## src/rtl/booth_pp_accumulator.sv

```systemverilog
// booth_pp_accumulator
//   Serial consumer of radix-4 Booth partial products for 11x11 signed
//   multiplication. Six 12-bit partial products (already bit-inverted when
//   negative) plus six negate/carry bits are latched on accept. They are then
//   sign-extended, shifted by 2*i and summed one term per cycle into a 22-bit
//   signed product. There is a valid/ready handshake on both sides.
//
//   Optional build macro: BOOTH_ZERO_SKIP_EN
//     When defined, terms with pp_i==0 and neg[i]==0 are skipped, so the
//     accumulate phase lasts max(1, nonzero-term count) cycles. The result is
//     identical to the default build, where all six terms are always added.

module booth_pp_accumulator #(
  parameter int N_PP = 6,
  parameter int PP_W = 12,
  parameter int P_W  = 22
) (
  input  logic                 clk,
  input  logic                 rst,
  input  logic                 in_valid,
  output logic                 in_ready,
  input  logic [N_PP*PP_W-1:0] pp_bus,
  input  logic [N_PP-1:0]      neg,
  output logic                 out_valid,
  input  logic                 out_ready,
  output logic [P_W-1:0]       product
);

  localparam int IDX_W = 3;

  localparam logic [1:0] ST_IDLE  = 2'd0;
  localparam logic [1:0] ST_ACCUM = 2'd1;
  localparam logic [1:0] ST_DONE  = 2'd2;

  logic [1:0]           state_q, state_d;
  logic [P_W-1:0]       acc_q, acc_d;
  logic [IDX_W-1:0]     idx_q, idx_d;
  logic [P_W-1:0]       product_q, product_d;
  logic                 out_valid_q, out_valid_d;
  logic [N_PP*PP_W-1:0] pp_q, pp_d;
  logic [N_PP-1:0]      neg_q, neg_d;

  logic                 accept;
  logic [IDX_W-1:0]     sel_idx;
  logic                 last_term;
  logic                 add_en;
  logic [PP_W-1:0]      cur_pp;
  logic                 cur_neg;
  logic [P_W-1:0]       term_base;
  logic [P_W-1:0]       term;
  logic [P_W-1:0]       acc_sum;

`ifdef BOOTH_ZERO_SKIP_EN
  logic [N_PP-1:0]      pend_q, pend_d;
  logic [N_PP-1:0]      pend_rem;
  logic [N_PP-1:0]      in_nonzero;
  logic [IDX_W-1:0]     low_idx;
  logic [IDX_W-1:0]     next_idx;
  logic                 pend_any;
`endif

  // Upstream may hand over a new operation when idle, or in the same cycle the finished result leaves
  assign in_ready  = (state_q == ST_IDLE) | ((state_q == ST_DONE) & out_ready);
  assign accept    = in_valid & in_ready;
  assign out_valid = out_valid_q;
  assign product   = product_q;

`ifdef BOOTH_ZERO_SKIP_EN
  // Locate the lowest pending nonzero term and the one after it, and flag the final term
  always_comb begin
    in_nonzero = '0;
    low_idx    = '0;
    next_idx   = '0;
    pend_any   = |pend_q;
    for (int i = 0; i < N_PP; i++) begin
      in_nonzero[i] = (|pp_bus[PP_W*i +: PP_W]) | neg[i];
    end
    for (int i = N_PP - 1; i >= 0; i--) begin
      if (pend_q[i]) begin
        low_idx = IDX_W'(i);
      end
    end
    pend_rem = pend_q & ~(N_PP'(1) << low_idx);
    for (int i = N_PP - 1; i >= 0; i--) begin
      if (pend_rem[i]) begin
        next_idx = IDX_W'(i);
      end
    end
    sel_idx   = pend_any ? low_idx : idx_q;
    last_term = ~|pend_rem;
    add_en    = pend_any;
  end
`else
  // Every window is visited in order; the sixth one closes the operation
  always_comb begin
    sel_idx   = idx_q;
    last_term = (idx_q == IDX_W'(N_PP - 1));
    add_en    = 1'b1;
  end
`endif

  // Select the current term, sign-extend it, fold in its carry bit and align it to its window
  always_comb begin
    cur_pp  = '0;
    cur_neg = 1'b0;
    for (int i = 0; i < N_PP; i++) begin
      if (sel_idx == IDX_W'(i)) begin
        cur_pp  = pp_q[PP_W*i +: PP_W];
        cur_neg = neg_q[i];
      end
    end
    term_base = {{(P_W-PP_W){cur_pp[PP_W-1]}}, cur_pp} + {{(P_W-1){1'b0}}, cur_neg};
    term      = add_en ? (term_base << {sel_idx, 1'b0}) : '0;
    acc_sum   = acc_q + term;
  end

  // Next-state logic: IDLE -> ACCUM -> DONE, with back-to-back restart from DONE
  always_comb begin
    state_d     = state_q;
    acc_d       = acc_q;
    idx_d       = idx_q;
    product_d   = product_q;
    out_valid_d = out_valid_q;
    pp_d        = pp_q;
    neg_d       = neg_q;
`ifdef BOOTH_ZERO_SKIP_EN
    pend_d      = pend_q;
`endif

    case (state_q)
      ST_ACCUM: begin
        acc_d = acc_sum;
`ifdef BOOTH_ZERO_SKIP_EN
        pend_d = pend_rem;
        idx_d  = next_idx;
`else
        idx_d  = idx_q + IDX_W'(1);
`endif
        if (last_term) begin
          product_d   = acc_sum;
          out_valid_d = 1'b1;
          state_d     = ST_DONE;
        end
      end
      ST_DONE: begin
        if (out_ready) begin
          out_valid_d = 1'b0;
          state_d     = ST_IDLE;
        end
      end
      default: begin
        state_d = ST_IDLE;
      end
    endcase

    if (accept) begin
      pp_d        = pp_bus;
      neg_d       = neg;
      acc_d       = '0;
      idx_d       = '0;
      out_valid_d = 1'b0;
      state_d     = ST_ACCUM;
`ifdef BOOTH_ZERO_SKIP_EN
      pend_d      = in_nonzero;
`endif
    end
  end

  // State registers; reset abandons any operation in flight without producing output
  always_ff @(posedge clk or posedge rst) begin
    if (rst) begin
      state_q     <= ST_IDLE;
      acc_q       <= '0;
      idx_q       <= '0;
      product_q   <= '0;
      out_valid_q <= 1'b0;
      pp_q        <= '0;
      neg_q       <= '0;
`ifdef BOOTH_ZERO_SKIP_EN
      pend_q      <= '0;
`endif
    end else begin
      state_q     <= state_d;
      acc_q       <= acc_d;
      idx_q       <= idx_d;
      product_q   <= product_d;
      out_valid_q <= out_valid_d;
      pp_q        <= pp_d;
      neg_q       <= neg_d;
`ifdef BOOTH_ZERO_SKIP_EN
      pend_q      <= pend_d;
`endif
    end
  end

endmodule

```

## config.mk

```make
export PLATFORM = sky130hd
export DESIGN_NAME = booth_pp_accumulator
export DESIGN_NICKNAME = d
export VERILOG_FILES = /design/src/rtl/booth_pp_accumulator.sv
export SDC_FILE = /design/constraint.sdc
export NUM_CORES = 1
export LEC_CHECK = 0
export ABC_AREA = 1
export CORE_MARGIN = 2
export CORE_UTILIZATION = 29
export CTS_CLUSTER_SIZE = 14
export DETAILED_ROUTE_END_ITERATION = 8
export GPL_ROUTABILITY_DRIVEN = 0
export PLACE_DENSITY = 0.54
export SLEW_MARGIN = 20
export SYNTH_ARGS = -nofsm -noshare
export SYNTH_HDL_FRONTEND = slang
export SYNTH_SLANG_ARGS = --single-unit
```

## constraint.sdc

```tcl
create_clock -name clk -period 9.8 [get_ports clk]
set_clock_uncertainty 0.1 [all_clocks]
set_input_delay 1.96 -clock clk [delete_from_list [all_inputs] [get_ports clk]]
set_output_delay 1.96 -clock clk [all_outputs]
set_load 0.01 [all_outputs]
```

# After elaboration in Yosys (flattened, before gate mapping)
# Index checks and enable logic that the tools add are counted.
[word_totals] ff_bits=128 out_inout_bits=24 word_cells=54 mem_bits_rw=0 mem_bits_ro=0 latchBits=0 n_memories=0 in_bits=82
[op_classes] div_mod_pow=0 n_mux=24 shifts=1 n_bitwise=3 n_addsub=3 eq_ne=9 multipliers=0 magnitude_cmp=0 n_reduce_logical=7
[op_table] operator="12-bit two-way mux" n=6
[op_table] operator="22-bit two-way mux" n=2
[op_table] operator="22-bit adder" n=1
[op_table] operator="22-bit by 4-bit << shifter with 22-bit output" n=1
[op_table] operator="12-bit by 2-bit adder with 13-bit output" n=1
[op_table] operator="1-bit two-way mux" n=9
[op_table] operator="3-bit by 2-bit equality test with 1-bit output, second input constant" n=2
[op_table] operator="3-bit equality test, second input constant" n=2
[op_table] operator="2-bit two-way mux" n=3
[op_table] operator="3-bit two-way mux" n=2
[op_table] operator="3-bit != test, second input constant" n=2
[op_table] operator="2-bit one-hot mux with 2 select lines" n=1
[op_table] operator="2-bit AND reduction" n=2
[op_table] operator="3-bit by 1-bit adder with 3-bit output, second input constant" n=1
[op_table] operator="3-bit by 1-bit equality test with 1-bit output, second input constant" n=1
[op_table] operator="3-bit logical NOT" n=1
[op_table] operator="3-bit AND reduction" n=1
[op_table] operator="3-bit nonzero test" n=1
[op_table] operator="1-bit AND" n=2
[op_table] operator="2-bit by 1-bit equality test with 1-bit output, second input constant" n=1
[op_table] operator="2-bit equality test, second input constant" n=1
[op_table] operator="2-bit logical NOT" n=1
[op_table] operator="1-bit one-hot mux with 2 select lines" n=1
[op_table] operator="2-bit nonzero test" n=1
[op_table] operator="1-bit OR" n=1

# Longest topological paths before layout
# Gate-level depths: netlist of the first run.
[depth] ltp_word=12 mapped_depth=37 depth_no_buf=35

# Worst setup path before layout of the first run
# OpenSTA, ideal clock, no wires.
[synth_path] path_kind="flip-flop to flip-flop" from="register idx_q[0]" to="register acc_q[16]" required_time_ps=9582 arrival_ps=4721 path_buffers=1 synth_period_minus_slack_ps=4939 setup_slack_ps=4861 setup_time_ps=118 stages_incl_launch_ff=34 cell_sequence="dfrtp_1 > inv_1 > clkbuf_1 > ha_1 > nand2_2 > nor2_4 > a221oi_1 > o211ai_1 > o21ai_0 > a21oi_1 > ha_1 > ha_1 > nand3_1 > inv_2 > nand3_2 > nor2_2 > inv_1 > nand3_1 > o21ai_1 > mux2i_1 > o21ai_1 > ha_1 > nand2_1 > nor2_1 > nor2_1 > o31ai_1 > a21o_1 > a21oi_1 > o21ai_0 > nand3_1 > nand2_1 > or2_2 > nand3_1 > nand2_1"
[synth_between] elab_chain_len=12 word_cells_on_any_way=23 cone_classes="add/sub: 2; eq/ne: 5; shift: 1; mux: 14; reduce/logical: 1"
[synth_rtl] element="start: declaration" line="37" source="logic [IDX_W-1:0] idx_q, idx_d;"
[synth_rtl] element="start signal: assignment" line="185" source="idx_q <= idx_d;"
[synth_rtl] element="3-bit logical NOT" line="107" source="if (sel_idx == IDX_W'(i)) begin"
[synth_rtl] element="12-bit two-way mux or 1-bit two-way mux (tied branches) (6 in a row)" line="107"
[synth_rtl] element="12-bit by 2-bit adder with 13-bit output" line="112" source="term_base = {{(P_W-PP_W){cur_pp[PP_W-1]}}, cur_pp} + {{(P_W-1){1'b0}}, cur_neg};"
[synth_rtl] element="22-bit by 4-bit << shifter with 22-bit output (*)" line="113" source="term = add_en ? (term_base << {sel_idx, 1'b0}) : '0;"
[synth_rtl] element="22-bit adder (*)" line="114" source="acc_sum = acc_q + term;"
[synth_rtl] element="22-bit two-way mux (*)" line="130" source="case (state_q)"
[synth_rtl] element="22-bit two-way mux (*)" line="156" source="if (accept) begin"
[synth_rtl] element="end signal: assignment" line="173" source="acc_q <= '0;"
[synth_rtl] element="end signal: assignment" line="184" source="acc_q <= acc_d;"
[synth_rtl] element="end: declaration" line="36" source="logic [P_W-1:0] acc_q, acc_d;"
# Mark *: on every way between the ends. The rest lies on a longest branch, timed or not. The select of a mux whose other input is x is not followed.
# A chain may end at the register's enable or synchronous reset.

# Worst setup path in the final report of the first run
[layout_path] from="register idx_q[2]" to="register product_q[21], in the netlist product[21]"
[layout_between] elab_chain_len=10 word_cells_on_any_way=22 cone_classes="add/sub: 2; eq/ne: 5; shift: 1; mux: 12; reduce/logical: 2"
[layout_rtl] element="3-bit logical NOT" line="107"
[layout_rtl] element="12-bit two-way mux or 1-bit two-way mux (tied branches) (6 in a row)" line="107"
[layout_rtl] element="12-bit by 2-bit adder with 13-bit output" line="112"
[layout_rtl] element="22-bit by 4-bit << shifter with 22-bit output" line="113"
[layout_rtl] element="22-bit adder" line="114"
[layout_rtl] element="end signal: assignment" line="186" source="product_q <= product_d;"
[layout_rtl] element="end: declaration" line="38" source="logic [P_W-1:0] product_q, product_d;"
# Several ways; a longest one is shown, not always the timed one.

==> out/results.tsv, run 1 <==
metric	value	unit
CTS sink count	128	
clock tree from TritonCTS	yes	
io pins	106	
worst endpoint data arrival time	6.64	ns
input/output buffers	105	
post-synth cell types	51	
fin nets	1090	
Yosys warning count	0	
number of synthesized flops with an enable pin	0	
critical path startpoint category	flop	
cell family with the largest share of critical-path delay	simple AND/OR/NAND/NOR gates	
stage delay of the slowest cell on the critical path	0.87	ns
post-synthesis sequential area ratio	0.4272	
Chip Width	164.8	µm
global routing usage summed across all routing layers	0.1534	
pins over their slew limit	0	
global-route wire length before repair	32110	µm
RSZ-0062 raised after global routing	no	
residual DRC count	0	
CTS HTree Levels	4	
final count of hold timing violations	0	
maximum fanout count along the critical path	26	
maximum number of buffers from clock root to sink	2	
actual transition at the worst max-transition pin	1.056	ns
cell repeated most along the worst path	sky130_fd_sc_hd__nand2_1	
average cell area after synthesis	8.454	µm²
required time of the critical path	10.07	ns
slowest stage cell on the critical path	sky130_fd_sc_hd__dfrtp_1	
dominant synthesized flop cell	sky130_fd_sc_hd__dfrtp_1	
Inserted Clock Buffers	17	
post-route minimum period	6.370	ns
buffers inserted by post-CTS timing repair	0	
antenna violations before repair	0	
flip-flop and latch count after synthesis	128	
run status	finished clean	
Vias	6163	
DPL Wire Length	15060	µm
# rows	58	
Clk Tree Root Cell	sky130_fd_sc_hd__clkbuf_16	
reported max-cap violation count	0	
Iter 0 DRT Violations	431	
average wire per standard cell	15.02	µm
proportion of layout cells with a drive suffix above 1	0.1482	
Initial DRT Pass Iterations	5	
via count of the first global-routing pass	6121	
total grt overflow	0	
crit path buf inv count	4	
Final period util	0.6500	
routed wire length	19850	µm
total die area	27160	µm²
layout overhead on the synthesized area	25.30	%
clk_lat worst skew	0.43	ns
most frequent cells in the layout	sky130_fd_sc_hd__nand2_1, sky130_fd_sc_hd__dfrtp_1, sky130_fd_sc_hd__clkdlybuf4s50_1	
count of endpoints failing setup in the final report	0	
cts hold-fix bufs	0	
vias per cell	4.662	
Rel. slew slack	0.2957	
Synth Net Count	998	
post-synthesis instance area	7498	µm²
category of the critical setup timing path	flop to flop	
fraction of registers with async set/reset	1.000	
class of the most critical hold timing path	flop to flop	
Antenna Violating Nets Remaining	0	
most common cell after layout, fill and taps aside	sky130_fd_sc_hd__nand2_1	
core region area	25250	µm²
Antenna diodes	0	
Post-Synthesis Cells	887	
timing-limited maximum frequency	157.0	MHz
Gates resized, CTS repair	0	
critical path capture point type	flop	
largest net degree at the start of global routing	88	
setup TNS	0	ns
initial cell density of the core	0.2969	
vertical die dimension	164.8	µm
clock slew at reported path FFs	0.06	ns
through the flow:
| step | setup slack [ns] | cell area [µm²] | hold slack [ns] | cells | util |
|---|---|---|---|---|---|
| after floorplan | 4.327 | 7498 | 0.3491 | 887 | - |
| after global placement | 3.655 | 8815 | 0.3592 | 1290 | 0.3490 |
| after detailed placement | 3.524 | 8815 | 0.3735 | 1290 | 0.3490 |
| after CTS | 3.502 | 9395 | 0.3897 | 1322 | 0.3720 |
| after global routing | 2.782 | 9395 | 0.4056 | 1322 | 0.3720 |
| final | 3.430 | 9395 | 0.3807 | 1322 | 0.3720 |
flip-flops by register name, summed over array words and instances, names as in the netlist:
signal / cells
pp_q: 72
acc_q: 22
product: 22
idx_q: 3
neg_q: 6
out_valid: 1
state_q: 2
area by class of cell:
class,instances,area (µm²)
fill,2629,15860
multi-input combinational,649,3842
sequential,128,3203
timing repair buffer,107,1066
clock buffer,17,425.4
tap,330,412.9
inverter,76,290.3
clock inverter,15,155.1
kinds of logic (layout without fill, tap and decap cells):
logic type                 Yosys count  count (layout)  share of synthesized area
adders and majority gates           29              29                    0.04939
AOI/OAI and AO/OA                  149             149                     0.1110
DFF                                128             128                     0.4272
and+or+nand+nor                    383             383                     0.2238
xor gates and xnor gates            17              17                    0.02086
buffers and inverters              110             215                    0.06140
muxes                               71              71                     0.1065
final timing paths:
path                                          from                      end  slack [ns]  cells past startpoint
min in group asynchronous                      rst     pp_q[16]$_DFFE_PP0P_        1.95                      2
max in group asynchronous                      rst   product[7]$_DFFE_PP0P_        6.29                      3
max reg2reg                   idx_q[2]$_DFFE_PP0P_  product[21]$_DFFE_PP0P_        3.43                     31
max                           idx_q[2]$_DFFE_PP0P_  product[21]$_DFFE_PP0P_        3.43                     31
min reg2reg                product[19]$_DFFE_PP0P_  product[19]$_DFFE_PP0P_        0.38                      2
min                        product[19]$_DFFE_PP0P_  product[19]$_DFFE_PP0P_        0.38                      2
tightest hold or removal path, cell delays in order (launching register included):
cell and delay (ns):
sky130_fd_sc_hd__dfrtp_1 0.34, sky130_fd_sc_hd__nand2_1 0.05, sky130_fd_sc_hd__nand2_1 0.05
metal layers:
layer	vias up	track usage	share of wire
li1	3127	-	-
met1	2886	0.2070	0.48
met2	131	0.2497	0.46
met3	19	0.02838	0.035
met4	0	0.04704	0.020
met5	-	0	0
synth_stat cells (all sizes together), types with 2 or more instances:
| master | n | area (µm²) |
|---|---|---|
| a211oi | 2 | 15.01 |
| a21boi | 3 | 26.28 |
| a21o | 4 | 30.03 |
| a21oi | 37 | 196.4 |
| a221oi | 2 | 17.52 |
| a31oi | 4 | 25.02 |
| a32o | 2 | 20.02 |
| buf | 18 | 112.6 |
| clkbuf | 16 | 60.06 |
| dfrtp | 128 | 3203 |
| ha | 28 | 350.3 |
| inv | 76 | 287.8 |
| mux2 | 70 | 788.3 |
| nand2 | 240 | 955.9 |
| nand3 | 59 | 305.3 |
| nand4 | 8 | 50.05 |
| nor2 | 64 | 294.0 |
| nor3 | 2 | 10.01 |
| nor4 | 3 | 18.77 |
| o21ai | 85 | 425.4 |
| o21bai | 3 | 22.52 |
| o22ai | 2 | 12.51 |
| or2 | 5 | 31.28 |
| xnor2 | 7 | 61.31 |
| xor2 | 10 | 95.10 |
Power of run 1 is not shown: default switching activity piles up to over one toggle a cycle in this logic, so the estimate is an artifact.
==> run 2, diff against run 1 <==
==> constraint.sdc (replaced) <==
create_clock -name clk -period 6.5 [get_ports clk]
set_clock_uncertainty 0.1 [all_clocks]
set_input_delay 1.3 -clock clk [delete_from_list [all_inputs] [get_ports clk]]
set_output_delay 1.3 -clock clk [all_outputs]
set_load 0.01 [all_outputs]
==> out/results.tsv, run 2 (synthesized netlist as in run 1, its figures left out) <==
metric	value	unit
total die area	27160	µm²
CTS sink count	128	
clock slew at reported path FFs	0.06	ns
critical path startpoint category	flop	
clock tree from TritonCTS	yes	
Antenna Violating Nets Remaining	0	
most common cell after layout, fill and taps aside	sky130_fd_sc_hd__nand2_1	
global routing usage summed across all routing layers	0.1526	
post-route minimum period	5.855	ns
endpoint of the lowest-slack register-to-register path	product[16]$_DFFE_PP0P_	
Rel. slew slack	0.4297	
layout overhead on the synthesized area	26.53	%
class of the most critical hold timing path	flop to flop	
register bank with the most flops	pp_q	
stage delay of the slowest cell on the critical path	0.67	ns
timing-limited maximum frequency	170.8	MHz
total area of sequential cells	3203	µm²
setup TNS	0	ns
run status	finished clean	
most frequent cells in the layout	sky130_fd_sc_hd__nand2_1, sky130_fd_sc_hd__dfrtp_1, sky130_fd_sc_hd__clkdlybuf4s50_1	
pins over their slew limit	0	
worst setup slack after layout	0.6454	ns
endpoint of the worst hold path	product[18]$_DFFE_PP0P_	
actual transition at the worst max-transition pin	0.8555	ns
slowest stage cell on the critical path	sky130_fd_sc_hd__dfrtp_1	
io pins	106	
Iter 0 DRT Violations	388	
Initial DRT Pass Iterations	4	
cts hold-fix bufs	0	
Inserted Clock Buffers	17	
final count of hold timing violations	0	
r2r startpoint	idx_q[0]$_DFFE_PP0P_	
average wire per standard cell	14.85	µm
# fillers	2616	
number of flip-flops under the largest register name	72	
residual DRC count	0	
reported max-cap violation count	0	
Vias	6092	
fin nets	1096	
DPL Wire Length	15050	µm
FF-to-FF setup slack	0.65	ns
Clk Tree Root Cell	sky130_fd_sc_hd__clkbuf_16	
CTS HTree Levels	4	
Antenna diodes	0	
post-placement setup slack	0.6352	ns
required time of the critical path	6.71	ns
worst r2r path cells	30	
via count of the first global-routing pass	6123	
Final period util	0.9007	
source of the worst hold timing path	product[18]$_DFFE_PP0P_	
global-route wire length before repair	32030	µm
worst endpoint data arrival time	6.06	ns
antenna violations before repair	0	
vertical die dimension	164.8	µm
category of the critical setup timing path	flop to flop	
Hold Path Stages	2	
# rows	58	
largest net degree at the start of global routing	71	
buffers inserted by post-CTS timing repair	0	
maximum fanout count along the critical path	18	
Gates resized, CTS repair	0	
core region area	25250	µm²
critical path capture point type	flop	
total grt overflow	0	
Chip Width	164.8	µm
area taken by multi-input logic gates	3842	µm²
routed wire length	19720	µm
RSZ-0062 raised after global routing	no	
initial cell density of the core	0.2969	
proportion of layout cells with a drive suffix above 1	0.1533	
clk_lat worst skew	0.43	ns
maximum number of buffers from clock root to sink	2	
input/output buffers	105	
count of endpoints failing setup in the final report	0	
vias per cell	4.587	
==> run 2: changes by cell type in the layout (fill, tap and decap cells not counted) <==
cell,delta
sky130_fd_sc_hd__inv_8,-8
sky130_fd_sc_hd__buf_4,+6
sky130_fd_sc_hd__clkinv_4,+4
sky130_fd_sc_hd__bufinv_16,+3
sky130_fd_sc_hd__clkbuf_8,+2
sky130_fd_sc_hd__clkinvlp_4,+2
sky130_fd_sc_hd__clkinv_2,-1
sky130_fd_sc_hd__clkinv_8,-1
sky130_fd_sc_hd__inv_6,-1
==> run 2: area by class of cell <==
cell class | instances | share of cell area
clock buffer | 19 | 0.04774
clock inverter | 13 | 0.01846
inverter | 76 | 0.03059
multi-input combinational | 649 | 0.4050
sequential | 128 | 0.3376
tap | 330 | 0.04352
timing repair buffer | 113 | 0.1171
==> run 2: worst max path at each step <==
stage / from / to / slack (ns) / cells past startpoint
after CTS: idx_q[0]$_DFFE_PP0P_ / product[16]$_DFFE_PP0P_ / 0.63 / 30
after floorplan: idx_q[0]$_DFFE_PP0P_ / acc_q[16]$_DFFE_PP0P_ / 1.56 / 33
after global placement: idx_q[0]$_DFFE_PP0P_ / product[16]$_DFFE_PP0P_ / 0.76 / 30
after global routing: idx_q[0]$_DFFE_PP0P_ / product[16]$_DFFE_PP0P_ / 0.003 / 30
after detailed placement: idx_q[0]$_DFFE_PP0P_ / product[16]$_DFFE_PP0P_ / 0.64 / 30
final: idx_q[0]$_DFFE_PP0P_ / product[16]$_DFFE_PP0P_ / 0.65 / 30
==> run 2: through the flow <==
stage               std cells    util  cell area, µm²  hold WS [ns]
floorplan                 887       -            7498        0.3491
global placement         1296  0.3508            8860        0.3635
detailed placement       1296  0.3508            8860        0.3655
CTS                      1328  0.3757            9488        0.3810
global route             1328  0.3757            9488        0.3997
finish                   1328  0.3757            9488        0.3777
==> run 2: worst max-delay path: cells and delay by family (launching register included) <==
| kind | cells | cell delay, ns |
|---|---|---|
| and+or+nand+nor | 12 | 1.45 |
| muxes | 1 | 0.13 |
| DFF | 1 | 0.67 |
| buffers and inverters | 2 | 0.22 |
| AOI/OAI and AO/OA | 11 | 1.86 |
| adders and majority gates | 4 | 1.31 |
==> run 2: metal layers <==
layer / wire length (µm) / up-vias / GRT usage
met5: 0 / - / 0
met4: 459 / 0 / 0.05059
met2: 8967 / 110 / 0.2417
li1: - / 3139 / -
met1: 9723 / 2818 / 0.2076
met3: 570 / 25 / 0.03189
Power of run 2 is left out for the same reason.
